### src/rtl/i2s_audio_out_pkg.sv
// Shared types and constants for the I2S audio output path.
package i2s_audio_out_pkg;

   localparam int unsigned I2S_SLOTS_PER_FRAME = 32;
   localparam int unsigned I2S_WORD_BITS       = 16;
   localparam int unsigned SLOT_W              = $clog2(I2S_SLOTS_PER_FRAME);

   typedef struct packed {
      logic [I2S_WORD_BITS-1:0] left;
      logic [I2S_WORD_BITS-1:0] right;
   } stereo_pair_t;

   localparam int unsigned PAIR_W = $bits(stereo_pair_t);

   // Bit of {left,right} driven at the start of a slot (one-slot I2S delay).
   function automatic logic [SLOT_W-1:0] slot_bit_idx(input logic [SLOT_W-1:0] slot);
      return SLOT_W'(0) - slot;
   endfunction

endpackage

### src/rtl/i2s_audio_out_if.sv
// Sample strobe and stereo payload from the DSP into the I2S transmitter.
interface i2s_audio_out_if;
   import i2s_audio_out_pkg::*;

   logic                     audio_valid;
   logic [I2S_WORD_BITS-1:0] dac_in_l;
   logic [I2S_WORD_BITS-1:0] dac_in_r;

   modport master (output audio_valid, output dac_in_l, output dac_in_r);
   modport slave  (input  audio_valid, input  dac_in_l, input  dac_in_r);

endinterface

### src/rtl/i2s_audio_out_sample_fifo.sv
// Synchronous FIFO; a pop and a push in the same cycle pop first, so a full FIFO accepts the push.
module i2s_audio_out_sample_fifo #(
   parameter  int unsigned WIDTH = 32,
   parameter  int unsigned DEPTH = 4,
   localparam int unsigned LVL_W = $clog2(DEPTH + 1)
) (
   input  logic             clk_i,
   input  logic             rst_ni,
   input  logic             flush_i,
   input  logic             push_i,
   input  logic             pop_i,
   input  logic [WIDTH-1:0] wdata_i,
   output logic [WIDTH-1:0] head_o,
   output logic             full_o,
   output logic             empty_o,
   output logic [LVL_W-1:0] level_o
);
   localparam int unsigned PTR_W = $clog2(DEPTH);

   logic [WIDTH-1:0] mem_q [DEPTH];
   logic [PTR_W-1:0] wr_q, rd_q;
   logic [LVL_W-1:0] count_q, count_d;
   logic             full_q, empty_q;
   logic             push_ok, pop_ok;

   assign pop_ok  = pop_i && !empty_q;
   assign push_ok = push_i && (!full_q || pop_ok);

   always_comb begin
      count_d = count_q;
      if (push_ok && !pop_ok) begin
         count_d = count_q + LVL_W'(1);
      end else if (!push_ok && pop_ok) begin
         count_d = count_q - LVL_W'(1);
      end
   end

   always_ff @(posedge clk_i) begin
      if (!rst_ni || flush_i) begin
         wr_q    <= '0;
         rd_q    <= '0;
         count_q <= '0;
         full_q  <= 1'b0;
         empty_q <= 1'b1;
      end else begin
         if (push_ok) wr_q <= wr_q + PTR_W'(1);
         if (pop_ok)  rd_q <= rd_q + PTR_W'(1);
         count_q <= count_d;
         full_q  <= (count_d == LVL_W'(DEPTH));
         empty_q <= (count_d == '0);
      end
   end

   // Storage needs no reset: occupancy is tracked by the pointers.
   always_ff @(posedge clk_i) begin
      if (push_ok) mem_q[wr_q] <= wdata_i;
   end

   assign head_o  = mem_q[rd_q];
   assign full_o  = full_q;
   assign empty_o = empty_q;
   assign level_o = count_q;

endmodule

### src/rtl/i2s_audio_out.sv
// Buffers DSP stereo samples and serialises them as a 32-slot I2S stream with sticky
// overflow/underflow status.
module i2s_audio_out
   import i2s_audio_out_pkg::*;
#(
   parameter  int unsigned FIFO_DEPTH       = 4,
   parameter  int unsigned BCLK_DIV         = 2,
   parameter  int unsigned UNDERFLOW_REPEAT = 0,
   localparam int unsigned LVL_W            = $clog2(FIFO_DEPTH + 1)
) (
   input  logic              clock,
   input  logic              reset,
   input  logic              enable,
   i2s_audio_out_if.slave    audio,
   input  logic              clear_flags,
   output logic              i2s_bclk,
   output logic              i2s_lrclk,
   output logic              i2s_sdata,
   output logic              frame_start,
   output logic [LVL_W-1:0]  fifo_level,
   output logic              overflow,
   output logic              underflow
);
   localparam int unsigned CNT_W = $clog2(BCLK_DIV);
   localparam int unsigned HALF  = BCLK_DIV / 2;

   logic              run_q, run_d;
   logic [CNT_W-1:0]  cnt_q, cnt_d;
   logic [SLOT_W-1:0] slot_q, slot_d;
   stereo_pair_t      shift_q, shift_d;
   stereo_pair_t      last_q, last_d;
   logic              bclk_q, bclk_d;
   logic              lrclk_q, lrclk_d;
   logic              sdata_q, sdata_d;
   logic              fs_q, fs_d;
   logic              ovf_q, ovf_d;
   logic              unf_q, unf_d;

   stereo_pair_t      in_pair_c, head_c;
   logic [PAIR_W-1:0] head_raw;
   logic [PAIR_W-1:0] shift_bits_c;
   logic              fifo_full, fifo_empty;
   logic [LVL_W-1:0]  fifo_lvl;
   logic              push_req_c, pop_evt_c, fifo_pop_c, slot_start_c;

   assign in_pair_c    = '{left: audio.dac_in_l, right: audio.dac_in_r};
   assign head_c       = stereo_pair_t'(head_raw);
   assign shift_bits_c = shift_q;

   // The pair for a frame is taken at the end of the first cycle of slot 0.
   assign push_req_c = enable && audio.audio_valid;
   assign pop_evt_c  = enable && fs_q;
   assign fifo_pop_c = pop_evt_c && !fifo_empty;

   i2s_audio_out_sample_fifo #(
      .WIDTH (PAIR_W),
      .DEPTH (FIFO_DEPTH)
   ) u_fifo (
      .clk_i   (clock),
      .rst_ni  (reset),
      .flush_i (!enable),
      .push_i  (push_req_c),
      .pop_i   (fifo_pop_c),
      .wdata_i (in_pair_c),
      .head_o  (head_raw),
      .full_o  (fifo_full),
      .empty_o (fifo_empty),
      .level_o (fifo_lvl)
   );

   always_comb begin
      run_d   = enable;
      cnt_d   = '0;
      slot_d  = '0;
      shift_d = shift_q;
      last_d  = last_q;
      sdata_d = sdata_q;

      // A first enabled cycle after idle is the start of slot 0, not an advance.
      if (enable && run_q) begin
         if (cnt_q == CNT_W'(BCLK_DIV - 1)) begin
            slot_d = slot_q + SLOT_W'(1);
         end else begin
            cnt_d  = cnt_q + CNT_W'(1);
            slot_d = slot_q;
         end
      end

      slot_start_c = (cnt_d == '0);
      bclk_d       = enable && (cnt_d >= CNT_W'(HALF));
      lrclk_d      = enable && (slot_d >= SLOT_W'(I2S_WORD_BITS));
      fs_d         = enable && slot_start_c && (slot_d == '0);

      if (!enable) begin
         sdata_d = 1'b0;
      end else if (slot_start_c) begin
         sdata_d = shift_bits_c[slot_bit_idx(slot_d)];
      end

      if (!enable) begin
         shift_d = '0;
      end else if (pop_evt_c) begin
         if (fifo_pop_c) begin
            shift_d = head_c;
            last_d  = head_c;
         end else if (UNDERFLOW_REPEAT != 0) begin
            shift_d = last_q;
         end else begin
            shift_d = '0;
         end
      end

      ovf_d = (push_req_c && fifo_full && !fifo_pop_c) || (ovf_q && !clear_flags);
      unf_d = (pop_evt_c && fifo_empty) || (unf_q && !clear_flags);
   end

   always_ff @(posedge clock) begin
      if (!reset) begin
         run_q   <= 1'b0;
         cnt_q   <= '0;
         slot_q  <= '0;
         shift_q <= '0;
         last_q  <= '0;
         bclk_q  <= 1'b0;
         lrclk_q <= 1'b0;
         sdata_q <= 1'b0;
         fs_q    <= 1'b0;
         ovf_q   <= 1'b0;
         unf_q   <= 1'b0;
      end else begin
         run_q   <= run_d;
         cnt_q   <= cnt_d;
         slot_q  <= slot_d;
         shift_q <= shift_d;
         last_q  <= last_d;
         bclk_q  <= bclk_d;
         lrclk_q <= lrclk_d;
         sdata_q <= sdata_d;
         fs_q    <= fs_d;
         ovf_q   <= ovf_d;
         unf_q   <= unf_d;
      end
   end

   assign i2s_bclk    = bclk_q;
   assign i2s_lrclk   = lrclk_q;
   assign i2s_sdata   = sdata_q;
   assign frame_start = fs_q;
   assign fifo_level  = fifo_lvl;
   assign overflow    = ovf_q;
   assign underflow   = unf_q;

endmodule

### src/flat_wrapper.sv
// flat-port wrapper written by rule: the top's interface ports become plain ports
module i2s_audio_out_flat import i2s_audio_out_pkg::*;
#(
   parameter  int unsigned FIFO_DEPTH       = 4,
   parameter  int unsigned BCLK_DIV         = 2,
   parameter  int unsigned UNDERFLOW_REPEAT = 0,
   localparam int unsigned LVL_W            = $clog2(FIFO_DEPTH + 1)
)
  (clock, reset, enable, clear_flags, i2s_bclk, i2s_lrclk, i2s_sdata, frame_start, fifo_level, overflow, underflow, audio_audio_valid, audio_dac_in_l, audio_dac_in_r);
  i2s_audio_out_if audio_i ();
  input  logic clock;
  input  logic reset;
  input  logic enable;
  input  logic clear_flags;
  output logic i2s_bclk;
  output logic i2s_lrclk;
  output logic i2s_sdata;
  output logic frame_start;
  output logic [LVL_W-1:0] fifo_level;
  output logic overflow;
  output logic underflow;
  input wire logic [$bits(audio_i.audio_valid)-1:0] audio_audio_valid;
  input wire logic [$bits(audio_i.dac_in_l)-1:0] audio_dac_in_l;
  input wire logic [$bits(audio_i.dac_in_r)-1:0] audio_dac_in_r;
  assign audio_i.audio_valid = audio_audio_valid;
  assign audio_i.dac_in_l = audio_dac_in_l;
  assign audio_i.dac_in_r = audio_dac_in_r;
  i2s_audio_out #(.FIFO_DEPTH(FIFO_DEPTH), .BCLK_DIV(BCLK_DIV), .UNDERFLOW_REPEAT(UNDERFLOW_REPEAT)) u_core (.clock(clock), .reset(reset), .enable(enable), .audio(audio_i), .clear_flags(clear_flags), .i2s_bclk(i2s_bclk), .i2s_lrclk(i2s_lrclk), .i2s_sdata(i2s_sdata), .frame_start(frame_start), .fifo_level(fifo_level), .overflow(overflow), .underflow(underflow));
endmodule
### config.mk
export PLATFORM = sky130hd
export DESIGN_NAME = i2s_audio_out_flat
export DESIGN_NICKNAME = d
export VERILOG_FILES = /design/src/rtl/i2s_audio_out_pkg.sv /design/src/rtl/i2s_audio_out_if.sv /design/src/rtl/i2s_audio_out_sample_fifo.sv /design/src/rtl/i2s_audio_out.sv /design/src/flat_wrapper.sv
export SDC_FILE = /design/constraint.sdc
export NUM_CORES = 1
export LEC_CHECK = 0
export BUFFER_PORTS_ARGS = -buffer_cell sky130_fd_sc_hd__buf_4
export CAP_MARGIN = 20
export CORE_MARGIN = 5
export CORE_UTILIZATION = 65
export CTS_BUF_LIST = sky130_fd_sc_hd__clkbuf_4
export DETAILED_ROUTE_END_ITERATION = 16
export HOLD_SLACK_MARGIN = 0.03
export MAX_ROUTING_LAYER = met4
export PLACE_DENSITY = 0.85
export SYNTH_ARGS = -nofsm -noshare
export SYNTH_HDL_FRONTEND = slang
export SYNTH_SLANG_ARGS = --single-unit
export TNS_END_PERCENT = 50
### constraint.sdc
create_clock -name clock -period 8.3 [get_ports clock]
set_input_delay 1.245 -clock clock [delete_from_list [all_inputs] [get_ports clock]]
set_output_delay 1.245 -clock clock [all_outputs]
set_load 0.005 [all_outputs]
==> results of run 1 <==
registers in the layout, summed over array words and instances (netlist names), 2 cells and up, named ones only:
| name | cells |
|---|---|
| u_core.u_fifo.mem_q | 128 |
| u_core.shift_bits_c | 32 |
| u_core.slot_q | 5 |
| u_core.u_fifo.level_o | 3 |
| u_core.u_fifo.rd_q | 2 |
| u_core.u_fifo.wr_q | 2 |
logic make-up after synthesis:
| group | Yosys count |
|---|---|
| adders and majority gates | 9 |
| and+or+nand+nor | 84 |
| muxes | 42 |
| AOI/OAI and AO/OA | 56 |
| DFF | 184 |
| xor gates and xnor gates | 10 |
| buffers and inverters | 32 |
power groups by stage:
stage	registers, mW	clock network [mW]	logic (mW)
finish	0.996	0.442	0.0571
global route	0.997	0.494	0.0628
CTS	0.996	0.455	0.0564
detailed placement	1.02	0	0.0564
global placement	1.02	0	0.0518
floorplan	1.02	0	0.0261
routing by layer:
| layer | up-vias | global-route usage, % |
|---|---|---|
| met5 | - | - |
| met4 | 0 | 7.68 |
| met3 | 19 | 5.71 |
| met2 | 117 | 32.8 |
| met1 | 1923 | 27.3 |
| li1 | 1728 | - |
per-stage QoR:
step	worst slack (ns)	hold slack (ns)	instance area, um2
2_1_floorplan	4.85	0.448	7070
3_3_place_gp	4.56	0.445	7520
3_5_place_dp	4.71	0.462	7560
4_1_cts	5.35	0.481	7820
5_1_grt	5.23	0.491	7840
6_report	5.29	0.470	7840
cell usage after synthesis, types with 2 or more instances:
| cell | n |
|---|---|
| mux4_2 | 36 |
| and2_1 | 4 |
| a2111o_1 | 2 |
| clkbuf_1 | 15 |
| nor3_1 | 2 |
| xor2_1 | 6 |
| mux4_1 | 5 |
| nand4_1 | 3 |
| a21oi_1 | 6 |
| nor2_1 | 52 |
| ha_1 | 9 |
| inv_1 | 8 |
| buf_2 | 4 |
| dfxtp_1 | 56 |
| edfxtp_1 | 128 |
| and3_1 | 3 |
| buf_6 | 2 |
| nand2_1 | 11 |
| o21ai_0 | 2 |
| xnor2_1 | 4 |
| a22oi_1 | 34 |
| or2_2 | 2 |
area by class of cell:
cell class / count / share of cell area (%)
Clock buffer: 20 / 1.91
Clock inverter: 12 / 1.31
Inverter: 10 / 0.479
Multi-Input combinational cell: 201 / 25.0
Sequential cell: 184 / 63.3
Tap cell: 140 / 2.23
Timing Repair Buffer: 53 / 5.68
worst reg2reg max path, delay by kind of cell, from the launching register on:
kind	cells	cell delay, ns
buf+inv	1	0.10
mux	1	0.36
compound gates	2	0.51
xor+xnor	1	0.18
flops	1	0.50
simple gates	2	0.56
fa+ha+maj	1	0.49
how the worst max path moves through the flow:
stage	from	to	slack [ns]	depth (start not counted)
CTS	enable	u_core.i2s_sdata	5.35	9
finish	enable	u_core.i2s_sdata	5.29	9
detailed placement	enable	u_core.i2s_sdata	4.71	9
floorplan	enable	u_core.i2s_sdata	4.85	10
global placement	enable	register	4.56	6
global route	enable	u_core.i2s_sdata	5.23	9
==> metrics.md, run 1 <==
| Metric | Value |
|---|---|
| Status | finished clean |
| Post-DR vias/cell | 6.11 |
| Placed Cells incl. Taps | 587 |
| Slowest CP cell | ha_1 |
| Clk buf depth | 2 |
| Synthesized cell area | 0.00707 mm2 |
| Die W | 114 um |
| Top FF cell, synth | edfxtp_1 |
| Final hold vios | 0 |
| Initial drt markers | 352 |
| Post-synth top area cell | edfxtp_1 |
| Initial DRT Pass Iterations | 4 |
| Top cells by area, synth | edfxtp_1, dfxtp_1, mux4_2, a22oi_1, nor2_1 |
| Setup_tns | 0 ns |
| Post-DP HPWL | ~7500 um |
| Synth Area in Compound Gates | under 10% |
| Met2 wirelength from detailed routing | 6290 um |
| Area delta synth->final | 11.0% |
| Pin count of the biggest net entering global routing | 34 |
| Synth Area per Inst | 16.9 um2 |
| WP data arrival | 3.47 ns |
| Vias in the first global route | 3,891 |
| Leakage | between 2 and 3 nW |
| Crit path max fanout | 10 |
| Die area | 0.0131 mm2 |
| Worst slew pin tran | a little under 0.9 ns |
| I/O pin count | 46 |
| Hold depth | 2 |
| GR Util All Layers | 21.1% |
| Comb pwr share | 3.8% |
| CP Buf/Inv Count | 2 |
| Clock sink count | approximately 180 |
| Worst slew margin | 41.6% |
| Worst EP required | between 8 and 9 ns |
| Async SR Flop Fraction | 0% |
| Number of synthesized flops with an enable pin | 128 |
| Hold Crit Start | u_core.overflow |
| Uppermost layer routed | met4 |
| Kind of cell adding the most delay to the critical path | simple AND/OR/NAND/NOR gates |
| Top cell type's share of synthesized area | 54.4% |
| Synth unique cells | 45 |
| RR Endpoint | u_core.i2s_sdata |
| Yosys warns | 0 |
| Synth Area in Simple Gates | 5.52% |
| H-tree depth | 4 |
| Total Power | 1.49 mW |
| CP cell instances | buf_4 > nand2_8 > nor2b_4 > inv_2 > ha_1 > mux4_2 > and3_1 > a2111o_1 > o2111a_1 |
| WL met1 | 5010 um |
| CP peak stage delay | 0.49 ns |
| Final setup fails | 0 |
| Root buf cell | clkbuf_4 |
| Area of the multi-input gates | slightly below 0.002 mm2 |
| # diodes | 0 |
| CTS tree | done |
| Fmax | between 0.3 and 0.4 GHz |
| Post-Route Utilization | 73.0% |
| CTS buffer count | 17 |
| Mapped Cells | 417 |
| # rows | 38 |
| R2r startpoint | u_core.cnt_q |
| Non-Filler Instances | 620 |
| Adder-cell share of the synthesized area | 1.59% |
| Antenna violations before repair | 0 |
| Die Ht | 114 um |
| Drt drc | 0 |
| CP endpoint kind | register |
| Sw power | roughly 0.32 mW |
| Pwr dens | approximately 190 mW/mm2 |
| Seq/Total Area, Yosys | 70.3% |
| Crit path launch type | input pin |
| Hold crit path type | register to register |
| Clk_skew | 0.0204 ns |
| Sw frac | 21.3% |
| Mux cell area share after synthesis | between 10 and 15% |
| Met3 routed WL | 647 um |
| Xor and xnor fraction of the mapped netlist area | 1.24% |
| Main combinational cell family by area after synthesis | multiplexers |
| Max-slew violation count | 0 |
| Global-route wire length before repair | about 20,000 um |
| Highest-count cells in the layout ignoring fill and taps | edfxtp_1, dfxtp_1, nor2_1, buf_4, mux4_2 |
| IO buf count | 45 |
| WHS Endpoint | u_core.overflow |
| Yosys reg bits | 184 |
| Clock transition at path regs | 0.14 ns |
| Grt ovf | 0 |
| Peak VDD IR | roughly 0.00015 V |
| Register Area | 0.00497 mm2 |
| Cts-stage hold buffer count | 0 |
| Register-to-register setup slack | around 5.5 ns |
| GPL Wtd Cong | 0.851 |
| Clk_lat worst skew | between 0.5 and 0.6 ns |
| Routed length per instance | 19.7 um |
| Setup CP Type | input pin to register |
| Share of layout cells above drive strength 1 | between 20% and 30% |
| Core area | 0.0107 mm2 |
| Via count | 3,787 |
| Most common cell after layout, fill and taps aside | edfxtp_1 |
| Setup Fix Bufs, Post-CTS | 0 |
| # fillers | slightly below 700 |
| Cells on worst reg2reg path | 8 |
| Max Cap Viol | 0 |
| Minimum clock period | 3.01 ns |
| Final Cycle Share | between 30 and 40% |
| Reg power frac | 66.6% |
| Final wirelength | 12,200 um |
| Starting Density | 65.8% |
| Clock share of power | 29.6% |
| Internal | 1.18 mW |
| RSZ-0062 raised after global routing | no |
| Antenna-violating nets left | 0 |
| Syn Nets | 463 |
| PostCTS Resize Cnt | 0 |
| Nets | 513 |
Power figures use the tool's default switching activity.
==> inputs of run 2 (changes only) <==
--- a/config.mk
+++ b/config.mk
@@ -8,12 +8,12 @@
 export BUFFER_PORTS_ARGS = -buffer_cell sky130_fd_sc_hd__buf_4
 export CAP_MARGIN = 20
 export CORE_MARGIN = 5
-export CORE_UTILIZATION = 65
+export CORE_UTILIZATION = 56
 export CTS_BUF_LIST = sky130_fd_sc_hd__clkbuf_4
 export DETAILED_ROUTE_END_ITERATION = 16
 export HOLD_SLACK_MARGIN = 0.03
 export MAX_ROUTING_LAYER = met4
-export PLACE_DENSITY = 0.85
+export PLACE_DENSITY = 0.77
 export SYNTH_ARGS = -nofsm -noshare
 export SYNTH_HDL_FRONTEND = slang
 export SYNTH_SLANG_ARGS = --single-unit
==> constraint.sdc (replaced) <==
create_clock -name clock -period 2.45 [get_ports clock]
set_input_delay 0.3675 -clock clock [delete_from_list [all_inputs] [get_ports clock]]
set_output_delay 0.3675 -clock clock [all_outputs]
set_load 0.005 [all_outputs]
==> metrics.md, run 2 (synthesis results as in run 1) <==
| Metric | Value |
|---|---|
| WHS Endpoint | u_core.overflow (unchanged) |
| Initial drt markers | 281 (was 352) |
| Internal | 4.30 mW (was 1.18 mW) |
| H-tree depth | 4 (unchanged) |
| Crit path max fanout | 8 (was 10) |
| Register-to-register setup slack | 0.07 ns (was 5.50 ns) |
| Routed length per instance | 18.0 um (was 19.7 um) |
| Post-Route Utilization | 67.6% (was 73.0%) |
| CTS buffer count | 17 (unchanged) |
| Starting Density | 56.5% (was 65.8%) |
| Sw frac | 20.4% (was 21.3%) |
| Cells on worst reg2reg path | 7 (was 8) |
| Root buf cell | clkbuf_4 (unchanged) |
| Max Cap Viol | 0 (unchanged) |
| Setup_tns | 0 ns (unchanged) |
| Worst slew margin | 68.4% (was 41.6%) |
| Pwr dens | 638 mW/mm2 (was 191 mW/mm2) |
| Area delta synth->final | 19.7% (was 11.0%) |
| Pin count of the biggest net entering global routing | 33 (was 34) |
| RR Endpoint | u_core.i2s_sdata (unchanged) |
| Post-DP HPWL | 7720 um (was 7510 um) |
| Top reg by flops | u_core.u_fifo.mem_q (unchanged) |
| Final hold vios | 0 (unchanged) |
| Die Ht | 122 um (was 114 um) |
| Peak VDD IR | 0.000536 V (was 0.000147 V) |
| Clock sink count | 184 (unchanged) |
| R2r startpoint | u_core.slot_q[0] (was u_core.cnt_q) |
| Final Cycle Share | 97.3% |
| Max reg flops | 128 (unchanged) |
| Minimum clock period | 2.38 ns |
| Clk_lat worst skew | 0.54 ns (was 0.55 ns) |
| Grt ovf | 0 (unchanged) |
| Hold crit path type | input pin to register (was register to register) |
| Share of layout cells above drive strength 1 | 28.3% (was 26.9%) |
| IO buf count | 45 (unchanged) |
| Fmax | 0.419 GHz |
| Max-slew violation count | 0 (unchanged) |
| Vias in the first global route | 4,141 (was 3,891) |
| Leakage | 2.83 nW (was 2.61 nW) |
| Final setup fails | 0 (unchanged) |
| Worst EP required | 2.89 ns (was 8.76 ns) |
| Die area | 0.0150 mm2 (was 0.0131 mm2) |
| GR Util All Layers | 19.0% (was 21.1%) |
| Clk_skew | 0.0153 ns (was 0.0204 ns) |
| Hold slack final | 0.128 ns (was 0.470 ns) |
| Hold depth | 3 (was 2) |
| Post-DR vias/cell | 5.54 (was 6.11) |
| Via count | 3,869 (was 3,787) |
| Status | finished clean (unchanged) |
| Worst slew pin tran | 0.474 ns (was 0.876 ns) |
| Core area | 0.0125 mm2 (was 0.0107 mm2) |
| Nets | 559 (was 513) |
| Antenna violations before repair | 1 (was 0) |
| Reg power frac | 62.5% (was 66.6%) |
| Global-route wire length before repair | 20,600 um (was 20,100 um) |
| Setup CP Type | register to register (was input pin to register) |
| Design area | 0.00846 mm2 (was 0.00784 mm2) |
| Non-Filler Instances | 699 (was 620) |
| WP data arrival | 2.83 ns (was 3.47 ns) |
| Clock transition at path regs | 0.14 ns (about the same) |
| # rows | 41 (was 38) |
| GPL Wtd Cong | 0.863 (was 0.851) |
| CP endpoint kind | register (unchanged) |
| Clock share of power | 33.1% (was 29.6%) |
| Die W | 122 um (was 114 um) |
| Highest-count cells in the layout ignoring fill and taps | edfxtp_1, buf_4, dfxtp_1, nor2_1, mux4_2 (was edfxtp_1, dfxtp_1, nor2_1, buf_4, mux4_2) |
| Placed Cells incl. Taps | 629 (was 587) |
| I/O pin count | 46 (unchanged) |
| Final wirelength | 12,600 um (was 12,200 um) |
| Sw power | 1.10 mW (was 0.319 mW) |
| Clk buf depth | 2 (unchanged) |
| Initial DRT Pass Iterations | 4 (unchanged) |
| Most common cell after layout, fill and taps aside | edfxtp_1 (unchanged) |
| Comb pwr share | 4.4% (was 3.8%) |
| Hold Crit Start | audio_audio_valid (was u_core.overflow) |
| Drt drc | 0 (unchanged) |
| Placement Cell Area | 0.00770 mm2 (was 0.00756 mm2) |
| CTS tree | done (unchanged) |
| Antenna-violating nets left | 0 (unchanged) |
| Crit path launch type | register (was input pin) |
## run 2: area by class of cell
cell class                      instances  area [um2]
Sequential cell                       184        4970
Fill cell                             848        4060
Multi-Input combinational cell        201        2020
Timing Repair Buffer                   99         887
Tap cell                              172         215
Clock inverter                         15         200
Clock buffer                           17         128
Inverter                               10        37.5
Antenna cell                            1        2.50
## run 2: worst max-delay path by stage
stage | start | to | slack (ns) | cells after the start
global route | u_core.slot_q[0] | u_core.i2s_sdata | -0.03 | 8
finish | u_core.slot_q[0] | u_core.i2s_sdata | 0.07 | 7
global placement | u_core.slot_q[1] | u_core.i2s_sdata | -0.009 | 7
CTS | u_core.slot_q[1] | u_core.i2s_sdata | 0.07 | 7
detailed placement | u_core.slot_q[1] | u_core.i2s_sdata | -0.08 | 7
floorplan | enable | u_core.i2s_sdata | 0.002 | 10
## run 2: power groups by stage
stage,Clock [mW],Combinational [mW],Sequential [mW]
floorplan,0,0.0884,3.44
global placement,0,0.188,3.44
detailed placement,0,0.195,3.44
CTS,1.84,0.238,3.37
global route,1.98,0.260,3.38
finish,1.79,0.237,3.37
## run 2: worst max-delay path, stage by stage, from the launching register on
cell and delay, ns:
dfxtp_2 0.39, buf_6 0.11, xor2_2 0.14, nor2b_4 0.19
buf_8 0.15, mux4_1 0.57, mux4_2 0.47, o2111a_1 0.26
## run 2: timing repair
item / in CTS / in global routing
gates resized for setup: 3 / 11
setup endpoints to repair: 1 / 1
hold endpoints to repair: 129 / 0
hold buffers: 33 / 0
pin swaps: 1 / 3
setup buffers: 0 / 4
## run 2: per-layer routing
layer / track usage, % / share of wire [%] / up-vias / wire length [um]
met4: 7.35 / 1.9 / 0 / 235
met1: 22.4 / 42 / 1944 / 5260
met5: - / 0 / - / 0
met2: 31.9 / 53 / 79 / 6650
li1: - / - / 1824 / -
met3: 4.56 / 3.6 / 22 / 454
## run 2: through the flow
step	setup slack, ns	total power, mW
floorplan	0.00212	3.53
CTS	0.0695	5.45
global placement	-0.00853	3.63
finish	0.0653	5.40
global route	-0.0263	5.62
detailed placement	-0.0838	3.64
==> inputs of run 3 (changes only) <==
--- a/config.mk
+++ b/config.mk
@@ -7,6 +7,7 @@
 export LEC_CHECK = 0
 export BUFFER_PORTS_ARGS = -buffer_cell sky130_fd_sc_hd__buf_4
 export CAP_MARGIN = 20
+export CORE_ASPECT_RATIO = 1.25
 export CORE_MARGIN = 5
 export CORE_UTILIZATION = 56
 export CTS_BUF_LIST = sky130_fd_sc_hd__clkbuf_4
==> metrics.md, run 3 (synthesis results as in run 1) <==
| Metric | Value |
|---|---|
| Global-route wire length before repair | 20,500 um (was 20,600 um) |
| R2r startpoint | u_core.slot_q[0] (unchanged) |
| Max Cap Viol | 0 (unchanged) |
| I/O pin count | 46 (unchanged) |
| H-tree depth | 4 (unchanged) |
| Worst EP required | 2.87 ns (was 2.89 ns) |
| Crit path to | u_core.i2s_sdata (unchanged) |
| Routed length per instance | 18.3 um (was 18.0 um) |
| RSZ-0062 raised after global routing | no |
| Crit path max fanout | 8 (unchanged) |
| Fmax | 0.418 GHz (was 0.419 GHz) |
| Slowest CP cell | mux4_2 (was mux4_1) |
| Clk_skew | 0.0231 ns (was 0.0153 ns) |
| Pwr dens | 627 mW/mm2 (was 638 mW/mm2) |
| Final Cycle Share | 97.6% (was 97.3%) |
| Pin count of the biggest net entering global routing | 40 (was 33) |
| Max-slew violation count | 0 (unchanged) |
| Final setup fails | 0 (unchanged) |
| # rows | 46 (was 41) |
| Root buf cell | clkbuf_4 (unchanged) |
| Clock sink count | 184 (unchanged) |
| Worst slew margin | 66.2% (was 68.4%) |
| Register-to-register setup slack | 0.06 ns (was 0.07 ns) |
| Minimum clock period | 2.39 ns (was 2.38 ns) |
| Peak VDD IR | 0.000365 V (was 0.000536 V) |
| Die area | 0.0150 mm2 (about the same) |
| Post-DR vias/cell | 5.56 (was 5.54) |
| Nets | 553 (was 559) |
| Cells on worst reg2reg path | 7 (unchanged) |
| CP endpoint kind | register (unchanged) |
| Die W | 110 um (was 122 um) |
| Post-DP HPWL | 7900 um (was 7720 um) |
| Worst slew pin tran | 0.507 ns (was 0.474 ns) |
| Final hold vios | 0 (unchanged) |
| IO buf count | 45 (unchanged) |
| Antenna-violating nets left | 0 (unchanged) |
| Initial DRT Pass Iterations | 4 (unchanged) |
| Final wirelength | 12,600 um (about the same) |
| Setup_tns | 0 ns (unchanged) |
| WP data arrival | 2.81 ns (was 2.83 ns) |
| Grt ovf | 0 (unchanged) |
| GR Util All Layers | 18.3% (was 19.0%) |
| Via count | 3,832 (was 3,869) |
| Critical Path Start | u_core.slot_q[0] (unchanged) |
| CTS buffer count | 17 (unchanged) |
| Initial drt markers | 258 (was 281) |
| Max reg flops | 128 (unchanged) |
| Most common cell after layout, fill and taps aside | edfxtp_1 (unchanged) |
| Clk_lat worst skew | 0.53 ns (was 0.54 ns) |
| Area delta synth->final | 18.0% (was 19.7%) |
| Status | finished clean (unchanged) |
| GPL Wtd Cong | 0.795 (was 0.863) |
| CTS tree | done (unchanged) |
| Share of layout cells above drive strength 1 | 27.3% (was 28.3%) |
| Core area | 0.0125 mm2 (about the same) |
| Vias in the first global route | 3,954 (was 4,141) |
| Leakage | 2.79 nW (was 2.83 nW) |
| Hold crit path type | input pin to register (unchanged) |
| Area of the multi-input gates | 0.00200 mm2 (was 0.00202 mm2) |
| Clk buf depth | 2 (unchanged) |
| CP peak stage delay | 0.48 ns (was 0.57 ns) |
| RR Endpoint | u_core.i2s_sdata (unchanged) |
| Starting Density | 56.3% (was 56.5%) |
| # fillers | 900 (was 848) |
| Die Ht | 136 um (was 122 um) |
| Register Area | 0.00497 mm2 (about the same) |
| Total Power | 5.23 mW (was 5.40 mW) |
| Clock transition at path regs | 0.15 ns (was 0.14 ns) |
| CP cell instances | ha_1 > mux2_4 > nand3_4 > ha_4 > mux4_2 > mux4_2 > o2111a_1 (was buf_6 > xor2_2 > nor2b_4 > buf_8 > mux4_1 > mux4_2 > o2111a_1) |
| Setup CP Type | register to register (unchanged) |
| Antenna violations before repair | 1 (unchanged) |
| Top reg by flops | u_core.u_fifo.mem_q (unchanged) |
| Crit path launch type | register (unchanged) |
| CP most frequent cell | mux4_2 |
| Drt drc | 0 (unchanged) |
| Highest-count cells in the layout ignoring fill and taps | edfxtp_1, buf_4, dfxtp_1, nor2_1, mux4_2 (unchanged) |
==> run 3: changes by cell type in the layout (fill, tap and decap cells not counted), moves of 2 or more <==
cell        before  now
buf_4           60   55
inv_6            2    5
bufinv_16        4    2
clkinv_4         3    1
clkinvlp_4       3    0
==> run 3: metrics by stage <==
step / hold slack (ns) / utilization [%] / std cells / cell area, um2 / worst slack [ns]
final: 0.0837 / 66.5 / 689 / 8340 / 0.0586
after global placement: 0.444 / 61.3 / 623 / 7690 / -0.00348
after floorplan: 0.448 / - / 417 / 7070 / 0.00212
after CTS: 0.0360 / 66.3 / 687 / 8320 / 0.000477
after detailed placement: 0.462 / 61.3 / 623 / 7690 / -0.143
after global routing: 0.0482 / 66.5 / 689 / 8340 / 0.00440
==> run 3: worst min path at each step <==
| stage | from | endpoint | slack (ns) | depth (start not counted) |
|---|---|---|---|---|
| global route | clear_flags | u_core.overflow | 0.05 | 4 |
| CTS | clear_flags | u_core.overflow | 0.04 | 4 |
| finish | clear_flags | u_core.overflow | 0.08 | 4 |
| global placement | u_core.overflow | u_core.overflow | 0.44 | 2 |
| floorplan | u_core.overflow | u_core.overflow | 0.45 | 2 |
| detailed placement | u_core.overflow | u_core.overflow | 0.46 | 2 |
==> run 3: final cells by class <==
type | count | area share, %
flip-flops and latches | 184 | 59.6
multi-input cells | 201 | 23.9
repair buffers | 93 | 10.1
well taps | 168 | 2.52
clock inverters | 14 | 1.75
clock buffers | 18 | 1.62
inverters | 10 | 0.450
diodes | 1 | 0.0300
==> run 3: repair_timing <==
item                                   4_1_cts  5_1_grt
endpoints found under the hold margin      128        0
resized for setup                            6        6
pin swaps                                    0        1
setup endpoints to repair                    1        1
hold buffers                                32        0
setup buffers                                0        1
==> run 3: critical path: cells and delay by family, from the launching register on <==
family | cells | cell delay (ns)
AOI/OAI and AO/OA | 1 | 0.24
muxes | 3 | 1.06
adders and majority gates | 2 | 0.53
DFF | 1 | 0.35
and+or+nand+nor | 1 | 0.10
==> run 3: metal layers <==
layer,track usage (%),wire [um]
met5,-,0
met4,6.78,239
met3,4.60,402
met2,31.2,6860
met1,21.2,5090
==> run 3: power breakdown <==
group / internal (mW) / switching [mW] / total, mW
combinational: 0.122 / 0.110 / 0.232
clock: 0.631 / 0.992 / 1.62
sequential: 3.36 / 0.0143 / 3.37
